$ cat config.mk
export PLATFORM = sky130hd
export DESIGN_NAME = pipeline_hazard_ctrl
export DESIGN_NICKNAME = d
export VERILOG_FILES = /design/src/rtl/pipeline_hazard_ctrl.sv
export SDC_FILE = /design/constraint.sdc
export NUM_CORES = 1
export LEC_CHECK = 0
export ABC_AREA = 1
export CAP_MARGIN = 20
export CORE_MARGIN = 5
export CORE_UTILIZATION = 46
export CTS_BUF_LIST = sky130_fd_sc_hd__clkbuf_8
export DETAILED_ROUTE_END_ITERATION = 16
export PLACE_DENSITY = 0.89
export SYNTH_ARGS = -nofsm -noshare
export SYNTH_HDL_FRONTEND = slang
export SYNTH_SLANG_ARGS = --single-unit
$ cat constraint.sdc
create_clock -name clk -period 2.55 [get_ports clk]
set_clock_uncertainty 0.15 [all_clocks]
set_input_delay 0.6375 -clock clk [delete_from_list [all_inputs] [get_ports clk]]
set_output_delay 0.6375 -clock clk [all_outputs]
set_load 0.005 [all_outputs]
$ cat src/rtl/pipeline_hazard_ctrl.sv
// ============================================================================
// pipeline_hazard_ctrl: stall/flush control for a 5-stage RISC-V pipeline.
// Optional macro HAZARD_PERF_EN adds performance counters. Rev 1.0
// ============================================================================
`default_nettype none

module pipeline_hazard_ctrl #(
   parameter int TIMEOUT_CYCLES = 255,
   parameter int CNT_W          = 32
) (
   input  logic             clk,
   input  logic             rst_n,
   input  logic [4:0]       id_rs1,
   input  logic [4:0]       id_rs2,
   input  logic             ex_MemRead,
   input  logic [4:0]       ex_rd,
   input  logic             ex_redirect,
   input  logic             m_MemRead,
   input  logic             m_MemWrite,
   input  logic             dmem_ack,
   output logic             dmem_req,
   output logic             pc_stall,
   output logic             if_id_stall,
   output logic             if_id_flush,
   output logic             id_ex_stall,
   output logic             id_ex_flush,
   output logic             ex_m_stall,
   output logic             m_wb_flush,
   output logic             mem_err,
   output logic [CNT_W-1:0] loaduse_cnt,
   output logic [CNT_W-1:0] memstall_cnt
);

   typedef enum logic [1:0] {
      S_IDLE = 2'd0,
      S_REQ  = 2'd1,
      S_DONE = 2'd2
   } state_t;

   localparam logic [15:0] C_TMO_LAST = 16'(TIMEOUT_CYCLES - 1);

   state_t      state_q, state_d;
   logic [15:0] tmo_q, tmo_d;
   logic        err_q, err_d;

   logic w_mem_access;
   logic w_busy;
   logic w_redir;
   logic w_hazard;
   logic w_lu;

   always_ff @(posedge clk or negedge rst_n) begin
      if (!rst_n) begin
         state_q <= S_IDLE;
         tmo_q   <= 16'd0;
         err_q   <= 1'b0;
      end else begin
         state_q <= state_d;
         tmo_q   <= tmo_d;
         err_q   <= err_d;
      end
   end

   assign w_mem_access = m_MemRead || m_MemWrite;

   // Ack is tested before the timeout so a late ack still completes cleanly.
   always_comb begin
      state_d = state_q;
      tmo_d   = tmo_q;
      err_d   = err_q;
      case (state_q)
         S_IDLE: begin
            if (w_mem_access) state_d = S_REQ;
         end
         S_REQ: begin
            if (dmem_ack) begin
               state_d = S_DONE;
               tmo_d   = 16'd0;
            end else if (tmo_q == C_TMO_LAST) begin
               state_d = S_DONE;
               tmo_d   = 16'd0;
               err_d   = 1'b1;
            end else begin
               tmo_d = tmo_q + 16'd1;
            end
         end
         S_DONE: state_d = S_IDLE;
         default: state_d = S_IDLE;
      endcase
   end

   // Outputs are gated by rst_n so everything reads 0 while reset is held.
   assign w_busy   = rst_n && (((state_q == S_IDLE) && w_mem_access) || (state_q == S_REQ));
   assign w_redir  = rst_n && !w_busy && ex_redirect;
   assign w_hazard = ex_MemRead && (ex_rd != 5'd0) && ((ex_rd == id_rs1) || (ex_rd == id_rs2));
   assign w_lu     = rst_n && !w_busy && !ex_redirect && w_hazard;

   assign dmem_req    = (state_q == S_REQ);
   assign pc_stall    = w_busy || w_lu;
   assign if_id_stall = w_busy || w_lu;
   assign id_ex_stall = w_busy;
   assign ex_m_stall  = w_busy;
   assign m_wb_flush  = w_busy;
   assign if_id_flush = w_redir;
   assign id_ex_flush = w_redir || w_lu;
   assign mem_err     = err_q;

`ifdef HAZARD_PERF_EN
   logic [CNT_W-1:0] lu_cnt_q;
   logic [CNT_W-1:0] ms_cnt_q;

   always_ff @(posedge clk or negedge rst_n) begin
      if (!rst_n) begin
         lu_cnt_q <= '0;
         ms_cnt_q <= '0;
      end else begin
         if (w_lu && !(&lu_cnt_q))   lu_cnt_q <= lu_cnt_q + CNT_W'(1);
         if (w_busy && !(&ms_cnt_q)) ms_cnt_q <= ms_cnt_q + CNT_W'(1);
      end
   end

   assign loaduse_cnt  = lu_cnt_q;
   assign memstall_cnt = ms_cnt_q;
`else
   assign loaduse_cnt  = '0;
   assign memstall_cnt = '0;
`endif

endmodule

`default_nettype wire

==> impl_metrics.json <==
{
  "grt_start_max_net_pins": 19,
  "dieArea_mm2": 0.00574,
  "synth_top_cell_by_area": "buf_4",
  "fmaxAchievable_mhz": 410,
  "synth-xor-area-share_pct": 3.96,
  "via_count": 1584,
  "worst_hold_path_type": "reg -> reg",
  "finalCriticalPeriod_ns": 2.44,
  "core_mm2": 0.00426,
  "cts.path.max_buffers": 2,
  "numCtsBuffers": 3,
  "cts-htree-levels": 1,
  "ys_ff_latch": 19,
  "num-nets-final": 348,
  "synth.area.mux_share_pct": 0,
  "cp.arrival_ns": 1.65,
  "reg2reg_to": "tmo_q[7]",
  "placed_cells": 370,
  "yosys.area_share.simple_pct": 31.7,
  "ys.flop_type": "dfrtp_1",
  "fp.dieH_um": 75.7,
  "start_kind": "input port",
  "timing.rr.start": "tmo_q[0]",
  "hold_viol_final": 0,
  "fin_setup_tns_ns": 0,
  "tot_gr_track_use_pct": 12.6,
  "timing.critical_path.slowest_cell_delay_ns": 0.23,
  "final_antenna_net_count": 0,
  "final_number_of_setup_violating_endpoints": 0,
  "worst_r2r_path_depth": 7,
  "detailed_place.area_mm2": 0.00210,
  "crit_path_end_kind": "primary output",
  "synth_compound_gate_area_share_pct": 6.80,
  "setup_repair_after_global_routing_missed_its_margin": "false",
  "timing.hold.worst.start": "mem_err",
  "yosys.cell_types.count": 27,
  "finalWirelength_um": 3700,
  "synth_top_cells_by_area": "buf_4, dfrtp_1, nand2_1, nor2_1, inv_1",
  "yosys_warnings": 0,
  "clkSinkCount": 19,
  "timing.critical_path.cells": "dlygate4sd2_1, or2_1, o21ai_2, nand2_1, nor2_1, nand2_1, nand2_1, buf_2",
  "stdcell_area_mm2": 0.00215,
  "hpwlAfterDp_um": 3140,
  "drive_gt1_share_pct": 14.9,
  "synthAdderAreaFrac_pct": 1.26,
  "avgRoutedWirePerCell_um": 9.86,
  "antenna-diode-count": 0,
  "cts-root-buf": "clkbuf_8",
  "fp-row-count": 24,
  "cts_tree": "yes",
  "synthesis.instances": 289,
  "mappedNetlistArea_mm2": 0.00199,
  "critPathMaxFanout": 3,
  "drtIter0Drc": 38,
  "status": "completed",
  "slew_viol_final": 0,
  "slowest_cell_on_the_critical_path": "or2_1",
  "cp_data_required_time_ns": 1.76,
  "insertion_delay_ns": 0.25,
  "power_leakage_nw": 1.19,
  "yosysMostFrequentCell": "nand2_1",
  "cap_violations": 0,
  "synth_top_cells_by_count": "nand2_1, buf_4, nor2_1",
  "number_of_antenna_violations_at_the_first_check_in_global_routing": 0,
  "synth-seq-area-share_pct": 23.9,
  "effective_utilization_at_floorplan_pct": 46.6,
  "regToRegSetupSlack_ns": 0.98,
  "avgSynthCellArea_um2": 6.88,
  "detail_route.vias_per_cell": 4.22,
  "final_cells": 375,
  "grt_first_pass_wirelength_um": 5730,
  "post-synth-top-area-fraction_pct": 25.3,
  "synth_top_family_by_area": "buffers and inverters",
  "power_density_mw_per_mm2": 461,
  "finalCritPeriodShare_pct": 95.7,
  "crit_top_cell": "nand2_1",
  "area.growth.synth_to_final_pct": 7.99,
  "buffers_on_ports": 30,
  "drc": 0,
  "grt.overflow.total": 0,
  "hold-path-endpoint": "mem_err",
  "ys_async_sr_fraction_pct": 100,
  "dr.pass1.iters": 4,
  "clock_pin_slew_of_the_registers_on_the_worst_case_setup_and_hold_paths_ns": 0.07,
  "synth_enable_flop_cells": 0,
  "ioPinCount": 95,
  "worst-setup-path-type": "in -> out",
  "die-width_um": 75.7,
  "first_global_vias": 1373,
  "layout.filler_cells": 446,
  "cells_on_worst_hold_path": 1,
  "globalplace.congestion": 0.915,
  "max_ir_drop_vdd_uv": 356,
  "layout.core_utilization_pct": 50.4
}
## routing by layer
metal	up-vias	part of all wire, %	global-route usage [%]
met5	-	0	0
met4	0	0.62	1.75
met3	4	13	3.83
met2	70	46	22.4
met1	687	40	15.3
li1	823	-	-
## stage by stage
step                hold slack (ns)  total power (W)  setup WS [ns]
global route                  0.368          0.00107        0.00427
detailed placement            0.311         0.000798         -0.613
floorplan                     0.192         0.000725          0.286
CTS                           0.339          0.00100        0.00287
global placement              0.317         0.000786         -0.545
finish                        0.331         0.000989          0.109
## worst max path at each step
| stage | startpoint | end | slack, ns | cells past startpoint |
|---|---|---|---|---|
| floorplan | m_MemWrite | pc_stall | 0.29 | 7 |
| global placement | m_MemWrite | pc_stall | -0.55 | 8 |
| detailed placement | m_MemWrite | pc_stall | -0.61 | 8 |
| CTS | id_rs2[0] | pc_stall | 0.003 | 10 |
| global route | m_MemRead | if_id_stall | 0.004 | 8 |
| finish | m_MemRead | pc_stall | 0.11 | 8 |
## layout by cell type, fill, tap and decap left out, drive strengths merged, types with 3 or more instances in the layout
master / n
inv: 30
nor2: 35
clkdlybuf4s15: 4
conb: 64
buf: 10
xor2: 4
nand3: 18
dlymetal6s2s: 5
dlygate4sd2: 10
o21ai: 18
dfrtp: 19
xnor2: 5
clkbuf: 3
clkdlybuf4s50: 7
nand2: 81
## registers in the layout (all words and copies together), names as in the netlist
signal,flops
tmo_q,16
state_q,2
mem_err,1
## kinds of logic after synthesis
family | Yosys count
AND/OR/NAND/NOR | 140
buffers and inverters | 99
AO/OA/AOI/OAI | 19
flip-flops | 19
XOR/XNOR | 9
adder cells (fa/ha/maj) | 2
other | 1
## area by class of cell
type | count | area (um2) | area share, %
clock buffers | 3 | 41.3 | 1.92
well taps | 52 | 65.1 | 3.03
clock inverters | 1 | 5.00 | 0.233
multi-input cells | 234 | 1120 | 52.1
inverters | 30 | 113 | 5.24
repair buffers | 36 | 329 | 15.3
flip-flops and latches | 19 | 475 | 22.1
## power breakdown
| group | total (W) | switching, W | internal, W |
|---|---|---|---|
| clock | 0.000205 | 0.0000970 | 0.000109 |
| combinational | 0.000402 | 0.000234 | 0.000168 |
| sequential | 0.000382 | 0.0000451 | 0.000337 |
## what timing repair did
item                       CTS  global route
setup endpoints to repair    7             3
setup buffers                1             0
pin swaps                   10            11
hold buffers                 0             0
resized for setup           41             6
## critical path: cells and delay by family
family | cells | cell delay, ns
buf+inv | 2 | 0.33
compound gates | 1 | 0.16
simple gates | 5 | 0.52
Note: power is estimated with default switching activity, not from simulation.
